## src/rtl/sprite_pkg.sv

```systemverilog
// sprite_pkg: shared definitions for the sprite ROM read path.
//   SPR_W / SPR_H / SPR_WORDS : sprite geometry (26x26, 676 words of 24-bit RGB)
//   KEY_COLOR                 : RGB value treated as transparent
//   dir_t                     : ROM bank select (four facings plus the closed-mouth bank)
//   fsm_state_t               : reader state, also the observable debug state
//   sanitize_dir()            : maps unsupported direction codes onto DIR_LEFT
package sprite_pkg;

  localparam int          SPR_W     = 26;
  localparam int          SPR_H     = 26;
  localparam int          SPR_WORDS = SPR_W * SPR_H;
  localparam logic [23:0] KEY_COLOR = 24'h000000;

  typedef enum logic [2:0] {
    DIR_LEFT  = 3'd0,
    DIR_DOWN  = 3'd1,
    DIR_RIGHT = 3'd2,
    DIR_UP    = 3'd3,
    DIR_FULL  = 3'd4
  } dir_t;

  typedef enum logic {
    ST_WAIT_FRAME = 1'b0,
    ST_ACTIVE     = 1'b1
  } fsm_state_t;

  // Codes 5-7 have no ROM bank behind them; fold them onto the left-facing bank.
  function automatic dir_t sanitize_dir(input logic [2:0] d);
    return (d <= 3'd4) ? dir_t'(d) : DIR_LEFT;
  endfunction

endpackage

```

## src/rtl/sprite_addr_gen.sv

```systemverilog
// sprite_addr_gen: combinational box test and ROM address generation.
//   DrawX, DrawY  : current pixel
//   sx, sy        : shadowed sprite top-left corner
//   pix_valid     : pixel lies in the visible region
//   in_box        : pixel falls inside the sprite rectangle
//   addr          : row-major ROM address (dy*SPR_W + dx)
//   addr_mirror   : horizontally mirrored address (dy*SPR_W + SPR_W-1-dx)
// Addresses are only meaningful while in_box is high.
module sprite_addr_gen
  import sprite_pkg::*;
#(
  parameter int W = SPR_W,
  parameter int H = SPR_H
) (
  input  logic [9:0] DrawX,
  input  logic [9:0] DrawY,
  input  logic [9:0] sx,
  input  logic [9:0] sy,
  input  logic       pix_valid,
  output logic       in_box,
  output logic [9:0] addr,
  output logic [9:0] addr_mirror
);

  logic [10:0] x11, y11, sx11, sy11;
  logic [10:0] x_end, y_end;
  logic [10:0] dx, dy;
  logic [15:0] row_base;

  // Everything is widened to 11 bits so a sprite placed near the right or
  // bottom edge (or beyond 1023-W) clips instead of wrapping to column 0.
  assign x11   = {1'b0, DrawX};
  assign y11   = {1'b0, DrawY};
  assign sx11  = {1'b0, sx};
  assign sy11  = {1'b0, sy};
  assign x_end = sx11 + 11'(W);
  assign y_end = sy11 + 11'(H);
  assign dx    = x11 - sx11;
  assign dy    = y11 - sy11;

  assign in_box = pix_valid & (x11 >= sx11) & (x11 < x_end) &
                  (y11 >= sy11) & (y11 < y_end);

  assign row_base    = 16'(dy) * 16'(W);
  assign addr        = 10'(row_base + 16'(dx));
  assign addr_mirror = 10'(row_base + 16'(W - 1) - 16'(dx));

endmodule

```

## src/rtl/sprite_fetch_reader.sv

```systemverilog
// sprite_fetch_reader: read-side initiator for one sprite ROM instance.
//   Clk, Reset            : pixel clock, synchronous active-high reset
//   frame_start           : vblank pulse; captures sprite_x/sprite_y/direction_in
//   pix_valid, DrawX/Y    : current visible pixel from the VGA controller
//   rom_addr(_mirror)     : registered read addresses to the ROM
//   rom_dir               : ROM bank select (DIR_FULL while the mouth is closed)
//   rom_data              : ROM word for the address presented in the previous cycle
//   pixel_out, pixel_hit  : pixel and opaque flag, two cycles after DrawX/DrawY
//   anim_frame            : 0 = mouth open, 1 = closed
// The registered rom_addr acts as the ROM's address register, so rom_data
// lines up with hit_d1 and the pixel leaves one register later.
// Handshake: none; one pixel per cycle, no back-pressure. pix_valid qualifies
// DrawX/DrawY, and pixel_hit qualifies pixel_out in the cycle it is high.
module sprite_fetch_reader
  import sprite_pkg::*;
#(
  parameter int          ANIM_DIV = 8,
  parameter logic [23:0] KEY      = KEY_COLOR
) (
  input  logic        Clk,
  input  logic        Reset,
  input  logic        frame_start,
  input  logic        pix_valid,
  input  logic [9:0]  DrawX,
  input  logic [9:0]  DrawY,
  input  logic [9:0]  sprite_x,
  input  logic [9:0]  sprite_y,
  input  logic [2:0]  direction_in,
  output logic [9:0]  rom_addr,
  output logic [9:0]  rom_addr_mirror,
  output logic [2:0]  rom_dir,
  input  logic [23:0] rom_data,
  output logic [23:0] pixel_out,
  output logic        pixel_hit,
  output logic        anim_frame
);

  localparam int CW = (ANIM_DIV > 1) ? $clog2(ANIM_DIV) : 1;

  // Control state: FSM, shadows, animation. Debug-visible through state_q.
  fsm_state_t    state_q;
  logic [9:0]    sx_q, sy_q;
  dir_t          rom_dir_q;
  logic [CW-1:0] anim_cnt_q;
  logic          anim_q;
  dir_t          dir_new;
  logic          anim_wrap;

  assign dir_new   = sanitize_dir(direction_in);
  assign anim_wrap = (anim_cnt_q == CW'(ANIM_DIV - 1));

  always_ff @(posedge Clk) begin
    if (Reset) begin
      state_q    <= ST_WAIT_FRAME;
      sx_q       <= '0;
      sy_q       <= '0;
      rom_dir_q  <= DIR_LEFT;
      anim_cnt_q <= '0;
      anim_q     <= 1'b0;
    end else if (frame_start) begin
      state_q <= ST_ACTIVE;
      sx_q    <= sprite_x;
      sy_q    <= sprite_y;
      // rom_dir follows the animation phase that becomes current this frame.
      if (anim_wrap) begin
        anim_cnt_q <= '0;
        anim_q     <= ~anim_q;
        rom_dir_q  <= anim_q ? dir_new : DIR_FULL;
      end else begin
        anim_cnt_q <= anim_cnt_q + CW'(1);
        rom_dir_q  <= anim_q ? DIR_FULL : dir_new;
      end
    end
  end

  // Stage 0: combinational box test against the shadowed position.
  logic       in_box;
  logic [9:0] addr_c, addr_mirror_c;

  sprite_addr_gen u_addr_gen (
    .DrawX       (DrawX),
    .DrawY       (DrawY),
    .sx          (sx_q),
    .sy          (sy_q),
    .pix_valid   (pix_valid),
    .in_box      (in_box),
    .addr        (addr_c),
    .addr_mirror (addr_mirror_c)
  );

  // Stages 1 and 2.
  logic [9:0]  addr_d, addr_q, addr_mirror_d, addr_mirror_q;
  logic        hit_d1_d, hit_d1_q;
  logic [23:0] pixel_d, pixel_q;
  logic        pixel_hit_d, pixel_hit_q;
  logic        active;

  assign active = (state_q == ST_ACTIVE);

  always_comb begin
    // Outside the box the addresses hold, so the ROM sees no spurious reads.
    addr_d        = in_box ? addr_c : addr_q;
    addr_mirror_d = in_box ? addr_mirror_c : addr_mirror_q;
    hit_d1_d      = in_box & active;
    pixel_d       = rom_data;
    pixel_hit_d   = hit_d1_q & (rom_data != KEY) & active;
  end

  always_ff @(posedge Clk) begin
    if (Reset) begin
      addr_q        <= '0;
      addr_mirror_q <= '0;
      hit_d1_q      <= 1'b0;
      pixel_q       <= '0;
      pixel_hit_q   <= 1'b0;
    end else begin
      addr_q        <= addr_d;
      addr_mirror_q <= addr_mirror_d;
      hit_d1_q      <= hit_d1_d;
      pixel_q       <= pixel_d;
      pixel_hit_q   <= pixel_hit_d;
    end
  end

  assign rom_addr        = addr_q;
  assign rom_addr_mirror = addr_mirror_q;
  assign rom_dir         = rom_dir_q;
  assign pixel_out       = pixel_q;
  assign pixel_hit       = pixel_hit_q;
  assign anim_frame      = anim_q;

endmodule

```

## config.mk

```make
export PLATFORM = sky130hd
export DESIGN_NAME = sprite_fetch_reader
export DESIGN_NICKNAME = d
export VERILOG_FILES = /design/src/rtl/sprite_pkg.sv /design/src/rtl/sprite_addr_gen.sv /design/src/rtl/sprite_fetch_reader.sv
export SDC_FILE = /design/constraint.sdc
export NUM_CORES = 1
export LEC_CHECK = 0
export CORE_MARGIN = 3
export CORE_UTILIZATION = 52
export CTS_BUF_LIST = sky130_fd_sc_hd__clkbuf_4 sky130_fd_sc_hd__clkbuf_8
export CTS_CLUSTER_SIZE = 16
export DETAILED_ROUTE_END_ITERATION = 6
export PLACE_DENSITY = 0.81
export SLEW_MARGIN = 20
export SYNTH_ARGS = -nofsm -noshare
export SYNTH_HDL_FRONTEND = slang
export SYNTH_SLANG_ARGS = --single-unit
```

## constraint.sdc

```tcl
create_clock -name Clk -period 6.3 [get_ports Clk]
set_clock_uncertainty 0.2 [all_clocks]
set_input_delay 0.945 -clock Clk [delete_from_list [all_inputs] [get_ports Clk]]
set_output_delay 0.945 -clock Clk [all_outputs]
set_load 0.01 [all_outputs]
```

# [Yosys cells after proc, flatten, opt, wreduce, memory -nomap -nowiden]
# Index checks and enable logic that the tools add are counted.
[word_totals] mem_count=0 regBits=74 output_inout_bits=49 rom_bits=0 latch_bits=0 mem_bits_rw=0 inputBits=71
[op_classes] div_mod_pow=0 reduce_logical=2 bitwise_logic=8 shifts=0 eq_ne=1 multipliers=1 n_addsub=8 n_lt_le_gt_ge=5 mux=5
[ops] op="$reduce_bool A24 Y1" count=1
[ops] op="$add A10 B5 Y11 const B" count=2
[ops] op="$lt A10 B11 Y1" count=2
[ops] op="$ge A10 B10 Y1" count=2
[ops] op="$sub A10 B10 Y10" count=2
[ops] op="$mux W3" count=5
[ops] op="$mul A11 B4 Y9 const B" count=1
[ops] op="$sub A10 B10 Y11" count=1
[ops] op="$add A10 B10 Y10" count=1
[ops] op="$add A10 B5 Y10 const B" count=1
[ops] op="$and A1 B1 Y1" count=7
[ops] op="$add A3 B1 Y3 const B" count=1
[ops] op="$eq A3 B3 Y1 const B" count=1
[ops] op="$le A3 B3 Y1 const B" count=1
[ops] op="$reduce_and A2 Y1" count=1
[ops] op="$not A1 Y1" count=1

# [Logic depth before layout (Yosys ltp)]
# Gate-level depths: netlist of the first run.
[depth] ltp_word=6 mapped_depth=23

# [Cells and area by module]
# Synthesis of the first run repeated with hierarchy kept, for this count alone.
[hier_totals] cells_unflattened=560 area_unflattened_um2=5165.0
[modules_own_cells] mod="sprite_addr_gen" seq_area_each_um2=0.0 area_per_inst_um2=2652.5 instances=1 cells_per_inst=333
[modules_own_cells] mod="sprite_fetch_reader" seq_area_each_um2=1481.4 area_per_inst_um2=2512.4 instances=1 cells_per_inst=227

# [Least setup slack after synthesis of the first run]
# Ideal clock, no wire load.
[synth_path] path_kind="input port to flip-flop" start="input DrawY[1]" end="register addr_mirror_q[9], in the netlist rom_addr_mirror[9]" required_time_ns=6.014 n_path_buf=0 t_arrival_ns=5.057 cell_stages=19 setup_slack_ns=0.958 setup_time_ns=0.086 path_cell_list="ha_1 nor2b_1 o31a_2 o311a_1 nor3_2 inv_1 fa_1 inv_1 ha_1 a21o_1 a21oi_1 xnor2_1 ha_1 inv_1 ha_1 o41ai_1 xor2_1 xnor2_1 a211oi_1"
[synth_via] elab_chain_cells=4
[synth_lines] item="start: declaration" line_no="sprite_fetch_reader.sv:25" text="input logic [9:0] DrawY,"
[synth_lines] item="$sub A10 B10 Y11" line_no="sprite_addr_gen.sv:39" text="assign dy = y11 - sy11;"
[synth_lines] item="$mul A11 B4 Y9" line_no="sprite_addr_gen.sv:44" text="assign row_base = 16'(dy) * 16'(W);"
[synth_lines] item="$add A10 B5 Y10" line_no="sprite_addr_gen.sv:46" text="assign addr_mirror = 10'(row_base + 16'(W - 1) - 16'(dx));"
[synth_lines] item="$sub A10 B10 Y10" line_no="sprite_addr_gen.sv:46"
[synth_lines] item="end signal: assignment" line_no="sprite_fetch_reader.sv:118" text="addr_mirror_q <= addr_mirror_d;"
[synth_lines] item="end: declaration" line_no="sprite_fetch_reader.sv:92" text="logic [9:0] addr_d, addr_q, addr_mirror_d, addr_mirror_q;"
# Parallel ways exist; a longest one is shown, timed or not.
# A chain may end at the register's enable or synchronous reset.

# [Worst setup path in the final report of the first run]
# Same ends and word-level chain as after synthesis.

==> results.txt, run 1 <==
* Netlist area before placement: 5140 µm²
* Routed wire length: 11900 µm
- The number of nets handed over by synthesis was 727.
* Initial antenna violation count: 0
- Max-capacitance violation count: 0
- Run status: complete, no violations
- In the synthesized netlist, the number of instances is 569.
- IR Drop Worst-Case VDD: 0.000254 V
- Top cell type by total area after synthesis: dfxtp_1
* Clock root cell: clkbuf_8
- The cell that appears most often on the critical path is ha_1.
- Critical setup path kind: in2reg
* Crit path largest cell delay: 0.54 ns
- Post-CTS timing repair inserted 0 buffers for setup.
- 120 I/O pins were placed.
* Global-route wire length before repair: 19900 µm
- Top Family by Delay on Critical Path: adder cells
* Most used standard cell by instance count after synthesis: ha_1
* Clock buffer depth: 2
* Placeable core region: 9420 µm²
- Clk Latency, worst-skew pair: 0.35 ns
* Commonest cells in the netlist: ha_1, dfxtp_1, inv_1
- The synthesized design contains 73 register bits.
- Cell Rows: 35
- Together, buffers and inverters on the worst path number 4.
- Detailed-route wire length per cell: 14.5 µm
- A synthesized cell averages 9.03 µm².
- Clock tree synthesis inserted a total of 9 buffers.
- Measured against its own limit, the worst slew margin works out to 28.9%.
- TritonCTS built the clock tree.
- During synthesis, Yosys emitted a total of 0 warnings.
- Count of routing violations after the opening detailed-route iteration: 108
- After clock tree synthesis, the repair step resized 0 gates.
* Fraction of layout instances using a drive strength above 1: 4.49%
- Total Neg Setup Slack: 0 ns
* Highest achievable clock rate: 0.173 GHz
* Top cells by area, synth: dfxtp_1, ha_1, mux2i_1
* Clock edge transition at the registers on the reported setup and hold paths: 0.09 ns
- In this run the worst path has a maximum fanout of 3.
* Unique masters post-synth: 50
- Power spread over the standard cell area amounts to 361 nW/µm².
* Final count of hold timing violations: 0
- At the worst endpoint, the required time is 6.37 ns.
- During placement, the flow inserted port buffers numbering 119.
- Proportion of register bits with asynchronous set or reset after synthesis: 0%
* Proportion of netlist area held by the largest area contributor: 28.4%
- Arrival time worst endpoint: 5.86 ns
- The analysis attributes to cell leakage a power of 0.00297 µW.
- NumNets Final: 843
- The area growth from synthesis to layout is 29.3%.
- Setup violations remaining at the end of the flow were counted as 0.
* Sequential-to-total area share from yosys stat: 28.4%
- Horiz. Die Dim: 105 µm
* Routed Antenna Nets: 0
- Main flop type after synthesis: dfxtp_1
* Post-route DRC: 0
* Final Max Tran Viols: 0
* Slew at the pin closest to its max-slew limit: 1.07 ns
- Unrepaired setup endpoints after global routing: false
* Hold buffer count at CTS: 0
- Detailed placement finished with a half-perimeter wire length of 9560 µm.
- Global route overflow: 0
* First-pass iteration count of the detailed router: 5
- Final period utilization: 91.8%
* Critical-path cell with the highest stage delay: fa_1
* Maximum number of pins on one net before global-route repair: 74
- The tightest min-delay check is of the reg2reg type.
- The number of global-route vias before repair is 4339.
* Avg Vias per Cell: 5.29
- The signal on the critical path passes through clkdlybuf4s50_1 -> ha_1 -> nor2b_1 -> o31a_2 -> o311a_1 -> nor3_2 -> inv_1 -> fa_1 -> inv_1 -> ha_1 -> a21o_1 -> a21oi_1 -> xnor2_1 -> ha_1 -> inv_1 -> ha_1 -> o41ai_1 -> xor2_1 -> xnor2_1 -> a211oi_1.
- The tightest hold path in the finished design has a slack of 0.260 ns.
- STA classifies the critical path endpoint as a flop.
- Die outline height: 105 µm
- The worst setup path is launched from a primary input.
* Post-route minimum period: 5.78 ns
- Detailed routing inserted a total of 4335 vias.
- In the global route stage, overall resource usage came out at 21.7%.
* Gp weighted congestion: 0.887
- Yosys mapped a number of flops with a built-in enable equal to 0.
* Initial cell density of the core: 54.6%
- Diode insertion count for antenna repair: 0
* Clock Sink Count: 73
* Die area: 11100 µm²
* Total number of H-tree levels: 3
==> kinds of logic (layout without fill, tap and decap cells) <==
kind of cell / count (synthesis) / in the layout / share of synthesized area (%)
multiplexers: 37 / 37 / 7.21
AND/OR/NAND/NOR: 154 / 154 / 15.1
flip-flops: 73 / 73 / 28.4
AO/OA/AOI/OAI: 88 / 88 / 11.7
buffers and inverters: 79 / 200 / 6.09
adder cells (fa/ha/maj): 87 / 87 / 22.5
XOR/XNOR: 51 / 51 / 8.99
==> registers in the layout, indices dropped and copies added (netlist names) <==
name / cells
sy_q: 10
rom_dir: 3
sx_q: 10
anim_frame: 1
pixel_hit: 1
hit_d1_q: 1
active: 1
rom_addr_mirror: 9
anim_cnt_q: 3
rom_addr: 10
pixel_out: 24
==> worst min-delay path, stage by stage, from the launching register on <==
cell and delay, ns:
dfxtp_1 0.31, nand2_1 0.05, a21oi_1 0.05
==> metal layers <==
metal / track usage (%) / share of wire [%]
met1: 24.6 / 42
met2: 40.1 / 51
met3: 4.47 / 4.9
met4: 7.31 / 2.4
met5: 0 / 0
==> metrics by stage <==
step                util, %  total power (µW)  setup slack, ns  instance area (µm²)  cells
detailed placement     68.2              1990            0.165                 6420    803
global placement       68.2              1940            0.289                 6420    803
CTS                    70.6              2420            0.524                 6650    819
floorplan                 -              1670            0.958                 5140    569
finish                 70.6              2400            0.518                 6650    819
global route           70.6              2610            0.165                 6650    819
==> area by class of cell <==
class	instances	area, µm²
Tap cell	129	161
Timing Repair Buffer	121	1200
Fill cell	731	2770
Multi-Input combinational cell	417	3360
Inverter	63	236
Clock buffer	10	131
Clock inverter	6	90.1
Sequential cell	73	1460
==> placed cells by master (no fill, tap or decap), drive strengths merged, types with 2 or more instances in the layout <==
cell type / count
xor2: 12
mux2i: 37
nand2: 16
fa: 9
o211ai: 2
bufinv: 2
o21ai: 16
o22ai: 2
o21a: 5
clkinv: 2
nand4: 7
xnor2: 38
nor4: 8
inv: 64
o41ai: 3
a21oi: 30
nor2b: 32
nor2: 59
or3: 5
nor3: 8
nor3b: 2
buf: 3
or2: 4
a31oi: 5
clkdlybuf4s50: 118
dfxtp: 73
a2111oi: 3
nand3: 4
ha: 78
nand2b: 5
a211oi: 5
o31ai: 2
or4: 2
clkbuf: 10
a21o: 10
==> power breakdown <==
group          switching (µW)  internal [µW]  total [µW]
registers                17.2            490         507
logic                     747            721        1470
clock network             194            229         423
total                     958           1440        2400
==> final timing paths <==
check	startpoint	endpoint	slack, ns	depth (start not counted)
worst max-delay path	DrawY[1]	rom_addr_mirror[9]$_SDFFE_PP0N_	0.52	20
worst min-delay path	rom_addr[0]$_SDFFE_PP0N_	rom_addr[0]$_SDFFE_PP0N_	0.26	2
worst max register to register	sy_q[1]$_SDFFE_PP0P_	rom_addr_mirror[9]$_SDFFE_PP0N_	1.11	20
worst min register to register	rom_addr[0]$_SDFFE_PP0N_	rom_addr[0]$_SDFFE_PP0N_	0.26	2
No activity file was read; power rests on OpenSTA's default activity.
==> run 2: changes to the inputs <==
clock period = 5.8 ns   (was 6.3 ns; I/O delays follow)
==> run 2 against run 1 <==
Compared with the run above:
- sequential cell count stayed put
- cell area is 2.2% higher
- largest power group unchanged
- sequential power is 8.9% higher
- critical endpoint unchanged
==> results.txt, run 2 (synthesis gave the netlist of run 1 again) <==
- Required time at the worst-slack endpoint: 5.87 ns
- Leaving out fill and tap cells, the most frequent cell in the layout is clkdlybuf4s50_1.
- The detailed router finished its first iteration with 90 violations.
- Counting cells, the worst reg-to-reg path comes to 20.
* Post-Route Hold Slack: 0.256 ns
- Hold buffer count at CTS: 0
- After detailed routing, the wire length on met1 is 5090 µm.
* Clock buffer count from CTS: 9
- Global routing finished with a remaining overflow of 0.
* IR Drop Worst-Case VDD: 0.000307 V
- Global-route wire length before repair: 20500 µm
* Number of top-level pins: 120
- In this run, flip-flops and latches consume 20.1% of the power.
* Clock root cell: clkbuf_8
- Arrival time worst endpoint: 5.60 ns
* Proportion of total power due to net switching: 39.5%
- Switching power of the nets: 1090 µW
* Initial antenna violation count: 0
- Largest driver fanout on the critical path: 3
* Capturing element type of the critical path: flop
* Path class of the lowest-slack min-delay path: reg2reg
- The number of setup buffers added after CTS is 0.
* Routed Antenna Nets: 0
- Cell internal power was estimated by the tool at 1660 µW.
- Wires add up to 12300 µm.
- Gp weighted congestion: 0.911
* Highest achievable clock rate: 0.181 GHz
- Slew at the pin closest to its max-slew limit: 0.724 ns
- The register with the most flip-flops in the layout has 24 of them.
- Buffers placed on the I/O ports in this run total 119.
* Share of total power in the clock network: 16.6%
* Placeable core region: 9420 µm²
* Ratio of total power to cell area: 405 nW/µm²
- The H-tree was split into 3 levels.
* Clock edge transition at the registers on the reported setup and hold paths: 0.09 ns
- From left edge to right edge, the die measures 105 µm.
* Met3 wire length: 632 µm
- For this configuration, the core starts out at a cell density of 54.6%.
- Dpl hpwl: 9840 µm
- Final Max Tran Viols: 0
- Combinational fraction of design power: 63.3%
- Max-cap violations in this run came to 0.
* Total power draw: 2750 µW
- In this run the top signal layer used is met4.
- Total vias in the final route: 4374
- Clock Sink Count: 73
- Subtracting the final worst setup slack from the clock period gives 5.54 ns.
* Static leakage: 0.00306 µW
* Final setup violation count: 0
- STA classifies the critical path startpoint as a primary input.
* Maximum number of pins on one net before global-route repair: 74
- Final count of hold timing violations: 0
* Detailed-route wire length per cell: 14.7 µm
- The initialized floorplan defines 35 standard-cell rows.
- NumNets Final: 861
- First-pass iteration count of the detailed router: 4
- Headroom to the max-slew limit came out at 51.7%.
- The number of global-route vias before repair was 4488.
* TritonCTS clock tree: built
- Die area: 11100 µm²
- Tot GR Track Use: 22.3%
- Critical setup path kind: in2reg
- In the final layout, the share of cells above drive strength 1 is 7.20%.
- The die is 105 µm tall.
* Met2 layer wire length in the routed design: 6370 µm
- Layout area overhead: 32.2%
* Post-route DRC: 0
* Clk Latency, worst-skew pair: 0.35 ns
- Clock buffer depth: 2
- Top library cells by usage in the layout, fill and taps aside: clkdlybuf4s50_1, ha_1, dfxtp_1, inv_1, nor2_1
* Hold-critical path depth: 2
* Final period utilization: 95.5%
- 0 antenna diodes ended up in the layout.
- The run finished with clean final reports.
* # resized after CTS: 0
- Avg Vias per Cell: 5.23
[run 2: cell count changes in the layout (fill, tap and decap cells not counted), sizes merged]
cell  change
buf      +18
[run 2: worst max-delay path, stage by stage]
cell and delay, ns:
clkdlybuf4s50_1 0.41, inv_1 0.08, ha_1 0.14, inv_1 0.05, fa_1 0.42, a21o_1 0.23
a21oi_4 0.19, xnor2_1 0.17, inv_1 0.08, fa_1 0.49, inv_1 0.07, ha_1 0.29
a21o_1 0.19, a21oi_2 0.18, xnor2_1 0.12, ha_1 0.34, inv_1 0.09, ha_1 0.35
nor3_1 0.06, nor2_1 0.15, o41ai_2 0.10, xor2_1 0.18, xnor2_1 0.14, a211oi_1 0.21
[run 2: layout make-up]
class	instances	area, µm²
multi-input combinational	417	3370
fill	730	2620
sequential	73	1460
timing repair buffer	139	1340
inverter	63	236
tap	129	161
clock buffer	10	131
clock inverter	6	90.1
[run 2: metrics by stage]
stage                     worst slack [ns]  std cells  instance area, µm²  TNS [ns]  util, %
final                                0.262        837                6790         0     72.1
after detailed placement            -0.115        821                6560    -0.115     69.7
after global placement              0.0302        821                6560         0     69.7
after CTS                            0.233        837                6780         0     72.0
after global routing               -0.0162        837                6790   -0.0162     72.1
after floorplan                      0.533        569                5140         0        -
[run 2: layer usage]
| layer | track usage [%] | vias to the layer above |
|---|---|---|
| met5 | 0 | - |
| met4 | 7.78 | 0 |
| met3 | 3.74 | 21 |
| met2 | 40.8 | 112 |
| met1 | 26.0 | 2041 |
| li1 | - | 2200 |
[run 2: final timing paths]
check,from,to,slack [ns]
worst min register to register,rom_addr[0]$_SDFFE_PP0N_,rom_addr[0]$_SDFFE_PP0N_,0.26
worst max-delay path,DrawY[0],rom_addr_mirror[9]$_SDFFE_PP0N_,0.26
worst min-delay path,rom_addr[0]$_SDFFE_PP0N_,rom_addr[0]$_SDFFE_PP0N_,0.26
worst max register to register,sy_q[1]$_SDFFE_PP0P_,rom_addr_mirror[9]$_SDFFE_PP0N_,0.82
[run 2: power by group through the flow]
| stage | sequential, µW | clock, µW | combinational, µW |
|---|---|---|---|
| 2_1_floorplan | 570 | 0 | 1240 |
| 3_3_place_gp | 562 | 0 | 1640 |
| 3_5_place_dp | 563 | 0 | 1690 |
| 4_1_cts | 552 | 469 | 1710 |
| 5_1_grt | 556 | 487 | 1930 |
| 6_report | 552 | 456 | 1740 |
==> run 3: changes to the inputs <==
MAX_ROUTING_LAYER = met4   (was not set)
==> run 3 against run 2 <==
Compared with the run above:
- via count barely moved
- highest routed layer unchanged
- cell area unchanged
- sequential cell count unchanged
- critical path type unchanged
- clock power barely moved
==> results.txt, run 3 (synthesis gave the netlist of run 1 again) <==
- The flow ran to the end, and the final reports show no timing, DRC or antenna violations.
* Gp weighted congestion: 0.926
* Layout area overhead: 32.2%
* NumNets Final: 861
- The H-tree was split into 3 levels.
- Port buffering added 119 buffers.
- Largest driver fanout on the critical path: 3
- Die outline height: 105 µm
- R2R cell count: 20
- Most common cell after layout, fill and taps aside: clkdlybuf4s50_1
- In the post-route analysis, the smallest setup slack over all paths is 0.263 ns.
- Detailed placement ended at an HPWL of 9840 µm.
- Highest achievable clock rate: 0.181 GHz
- Clock buffer count from CTS: 9
- Clock Sink Count: 73
- Worst slack, placed: -0.115 ns
* Startpoint type of the worst setup path: primary input
* Hold buffer count at CTS: 0
* Initial antenna violation count: 0
- In this run the standard cell core region covers 9420 µm².
- For the worst-skew pair, the clock arrives at the later sink with an insertion delay of 0.36 ns.
* Ratio of total power to cell area: 405 nW/µm²
- Traced cell by cell, the critical path runs through clkdlybuf4s50_1 -> inv_1 -> ha_1 -> inv_1 -> fa_1 -> a21o_1 -> a21oi_4 -> xnor2_1 -> inv_1 -> fa_1 -> inv_1 -> ha_1 -> a21o_1 -> a21oi_2 -> xnor2_1 -> ha_1 -> inv_1 -> ha_1 -> nor3_1 -> nor2_1 -> o41ai_2 -> xor2_1 -> xnor2_1 -> a211oi_1.
- At the worst endpoint, the required time is 5.87 ns.
* Total power draw: 2750 µW
- The worst pin sits at a relative slew slack of 52.2%.
- Global route overflow: 0
- Final setup violation count: 0
* Flip-flop count of the largest register after layout: 24
- The endpoint identified for the worst register-to-register timing path is rom_addr_mirror[9]$_SDFFE_PP0N_.
- In this run switching power makes up 39.6% of total power.
* Die area: 11100 µm²
* Total vias in the final route: 4376
- From left edge to right edge, the die measures 105 µm.
* P_int: 1660 µW
* Buf/Inv on CP: 6
* Initial cell density of the core: 54.6%
- For this design the total switching power over the nets is 1090 µW.
* Share of total power in the clock network: 16.6%
- In this run the remaining antenna-violating nets after routing total 0.
- Using the TritonRoute via totals, the vias-per-cell ratio works out to 5.23.
* Static leakage: 0.00306 µW
- The max-slew violation count came to 0.
* Part of the total power dissipated in sequential elements: 20.1%
* Global-route wire length before repair: 20500 µm
* Final period utilization: 95.5%
* Critical setup path kind: in2reg
- Following the worst setup path forward leads to its endpoint at rom_addr_mirror[9]$_SDFFE_PP0N_.
* Most frequent CP cell: inv_1
- Diode insertion count for antenna repair: 0
- CP Depth: 24
* Final count of hold timing violations: 0
* Maximum number of pins on one net before global-route repair: 74
- Clock root cell: clkbuf_8
- TritonCTS built the clock tree.
- In this run the worst hold path is classified as reg2reg.
- Slew at the pin closest to its max-slew limit: 0.718 ns
- In the routed design, unresolved DRC markers number 0.
- Across the VDD grid, the largest voltage drop is 0.000307 V.
* Arrival time worst endpoint: 5.61 ns
- Crit path largest cell delay: 0.49 ns
- Across the run, the number of max-cap violations was 0.
- The first detailed-routing pass took 4 iterations.
- Grouping stages by cell kind, the critical path spends the most delay in adder cells.
* Combinational fraction of design power: 63.3%
- Cells with a size suffix above 1 make up 7.20% of the layout.
* Minimum setup slack among reg-to-reg paths: 0.82 ns
- Top library cells by usage in the layout, fill and taps aside: clkdlybuf4s50_1, ha_1, dfxtp_1, inv_1, nor2_1
- In this run the core area contains 35 standard-cell rows.
- Post-route minimum period: 5.54 ns
- Global routing consumed, over all layers together, 22.9% of the routing resources.
- Detailed-route wire length per cell: 14.8 µm
* Clock buffer depth: 2
- Routed wire length: 12400 µm
- Beginning of the critical path: DrawY[0]
* Number of top-level pins: 120
- Critical-path cell with the highest stage delay: fa_1
- Clock-pin slew was measured on the worst setup and hold paths at 0.09 ns.
- In this run, the number of DRC markers left after iteration 0 of detailed routing was 100.
- Origin of the critical flop-to-flop path: sy_q[1]$_SDFFE_PP0P_
* Capturing element type of the critical path: flop
* Number of buffers added for setup after CTS: 0
- Vias in the first global route: 4489
-- run 3: cell counts in the layout (fill, tap and decap cells not counted) --
Identical to the previous run, type by type.
-- run 3: per-stage QoR --
step	TNS (ns)	cells	utilization (%)	instance area, µm²	hold WS, ns
floorplan	0	569	-	5140	0.223
finish	0	837	72.1	6790	0.257
global placement	0	821	69.7	6560	0.243
global route	-0.0162	837	72.1	6790	0.303
detailed placement	-0.115	821	69.7	6560	0.247
CTS	0	837	72.0	6780	0.257
-- run 3: tightest hold or removal path: cells and delay by family (launching register included) --
| family | cells | cell delay, ns |
|---|---|---|
| and+or+nand+nor | 1 | 0.05 |
| AOI/OAI and AO/OA | 1 | 0.05 |
| DFF | 1 | 0.31 |
-- run 3: final cells by class --
class                      count  area, µm²
multi-input combinational    417       3370
fill                         730       2620
sequential                    73       1460
timing repair buffer         139       1340
inverter                      63        236
tap                          129        161
clock buffer                  10        131
clock inverter                 6       90.1
-- run 3: power groups by stage --
stage	clock, µW	sequential (µW)	combinational [µW]
floorplan	0	570	1240
finish	457	552	1740
global placement	0	562	1640
detailed placement	0	563	1690
global route	487	556	1930
CTS	469	552	1710
-- run 3: worst min-delay path by stage --
stage                                   startpoint                        to  depth (start not counted)
after detailed placement  rom_addr[0]$_SDFFE_PP0N_  rom_addr[0]$_SDFFE_PP0N_                          2
final                     rom_addr[0]$_SDFFE_PP0N_  rom_addr[0]$_SDFFE_PP0N_                          2
after global routing      rom_addr[6]$_SDFFE_PP0N_  rom_addr[6]$_SDFFE_PP0N_                          2
after floorplan                hit_d1_q$_SDFF_PP0_      pixel_hit$_SDFF_PP0_                          2
after CTS                 rom_addr[0]$_SDFFE_PP0N_  rom_addr[0]$_SDFFE_PP0N_                          2
after global placement    rom_addr[0]$_SDFFE_PP0N_  rom_addr[0]$_SDFFE_PP0N_                          2
-- run 3: routing by layer --
layer | track usage [%] | vias up | share of wire [%]
li1 | - | 2202 | -
met1 | 26.2 | 2048 | 43
met2 | 40.8 | 105 | 51
met3 | 3.49 | 21 | 4.2
met4 | 7.78 | 0 | 2.2
met5 | - | - | 0
-- run 3: what timing repair did --
action / in CTS / in global routing
hold endpoints to repair: 0 / 0
setup endpoints to repair: 0 / 1
resized for setup: 0 / 2
==> variant, RTL diff (settings of run 1) <==
Change the parameter `ANIM_DIV` from 8 to 16.
--- a/src/rtl/sprite_fetch_reader.sv
+++ b/src/rtl/sprite_fetch_reader.sv
@@ -14,7 +14,7 @@
 module sprite_fetch_reader
   import sprite_pkg::*;
 #(
-  parameter int          ANIM_DIV = 8,
+  parameter int          ANIM_DIV = 16,
   parameter logic [23:0] KEY      = KEY_COLOR
 ) (
   input  logic        Clk,
Formal check against the unedited RTL: not equivalent (a bounded check fails within 10 cycles, from zero or initial values and one cycle with Reset high).
==> variant against run 1 <==
Synthesized area grew 1.3%. Sequential cell count rose by 1. Fmax fell by 1.6%. Worst setup slack got worse by 95 ps. Combinational power increased by 3%. Final area grew 1.2%. Sequential power up 3%. Power increased by 3.0%. Critical path depth is 3 higher. Routed wire length increased by 1.9%. Largest power group unchanged. Highest routed layer unchanged.
==> variant: results (changes against run 1) <==
status -> completed (unchanged)
pin count of the biggest net entering global routing -> 75 (was 74)
Internal -> 1.461 mW (was 1.440 mW)
Combinational Power Share -> 61.1% (was 61.2%)
Layout Cells excl Fill -> 830 (was 819)
clk tree area frac -> 3.498% (was 3.333%)
crit path from -> DrawY[0] (was DrawY[1])
vias in the first global route -> 4331 (was 4339)
First DRT Iteration DRCs -> 147 (was 108)
VDD IR max -> 0.0003331 V (was 0.0002544 V)
Clk Latency, worst-skew pair -> 360 ps
Seq/Total Area, Yosys -> 28.47% (was 28.45%)
Cells after DPL -> 814 (was 803)
Lkg Pwr -> 2.983 nW (was 2.969 nW)
Netlist cell types -> 54 (was 50)
Crit path arrival time -> 5940 ps (was 5860 ps)
routability cong. -> 0.9084 (was 0.8872)
multi-input gate share of the layout cell area -> 50.58% (was 50.61%)
drt total wl -> 12130 um (was 11910 um)
sequential cell area -> 0.001481 mm2 (was 0.001461 mm2)
mux share of post-synthesis cell area -> 6.732% (was 7.209%)
R2R Setup Slk -> 1080 ps (was 1110 ps)
crit path to -> rom_addr_mirror[9] (unchanged)
xor/xnor share of the synthesized area -> 9.041% (was 8.987%)
layout net count -> 852 (was 843)
fill count -> 770 (was 731)
r2r worst-path depth -> 21 (was 20)
worst stage delay on the critical path -> 430 ps (was 540 ps)
hold endpoint -> rom_addr[6] (was rom_addr[0])
Mapped Nets -> 736 (was 727)
Area Growth Syn to Fin -> 29.21% (was 29.35%)
first-pass GRT wire length -> 19900 um (was 19870 um)
sequential cell power -> 0.521 mW (was 0.507 mW)
Comb power -> 1.51 mW (was 1.47 mW)
Synth area leaders -> dfxtp_1, ha_1, mux2i_1 (unchanged)
Clock Path Buffers -> 2 (unchanged)
smallest hold slack -> 258.1 ps (was 260.0 ps)
Slew headroom -> 24.43% (was 28.88%)
post-placement cell area -> 0.006489 mm2 (was 0.006424 mm2)
Hold Crit Start -> rom_addr[6] (was rom_addr[0])
Total GRT Usage -> 21.67% (was 21.71%)
pre-CTS setup slack -> 76.91 ps (was 165.1 ps)
period utilization -> 93.28% (was 91.78%)
cell count after synthesis -> 580 (was 569)
origin of the critical flop-to-flop path -> sy_q[0] (was sy_q[1])
multi-input gates -> 426 (was 417)
commonest cells in the netlist -> ha_1, dfxtp_1, nor2_1 (was ha_1, dfxtp_1, inv_1)
drt first pass iters -> 4 (was 5)
Crit path max-delay family -> adder cells (unchanged)
Synth Register Bits -> 74 (was 73)
Detailed Place HPWL -> 9554 um (was 9559 um)
post-synthesis compound-gate area fraction -> 12.96% (was 11.69%)
post-synthesis adder-cell area fraction -> 21.59% (was 22.50%)
antenna violations before repair -> 0 (unchanged)
final-layout non-clock buffer area share -> 17.98% (was 18.08%)
Repair and plain buffers -> 122 (was 121)
total via count after detailed routing -> 4366 (was 4335)
==> variant: changes by cell type in the layout (fill, tap and decap cells not counted), moves of 3 or more <==
cell / before / now
nor2_1: 59 / 65
a21o_1: 10 / 14
a21oi_1: 29 / 32
a31oi_1: 5 / 2
nor2b_1: 32 / 29
nor3_1: 7 / 10
nor4_1: 8 / 11
o21ai_0: 15 / 12
o21bai_1: 0 / 3
==> variant: metal layers <==
metal  track usage [%]  share of wire [%]  vias to the layer above
met4             5.458                1.1                        0
met5                 0                  0                        -
met1             25.83                 43                     2007
li1                  -                  -                     2217
met3             4.614                5.1                       12
met2             39.48                 51                      130
==> variant: worst min-delay path, cell delays in order, from the launching register on <==
cell and delay (ps):
dfxtp_1 320, nand2_1 50, a21oi_1 50
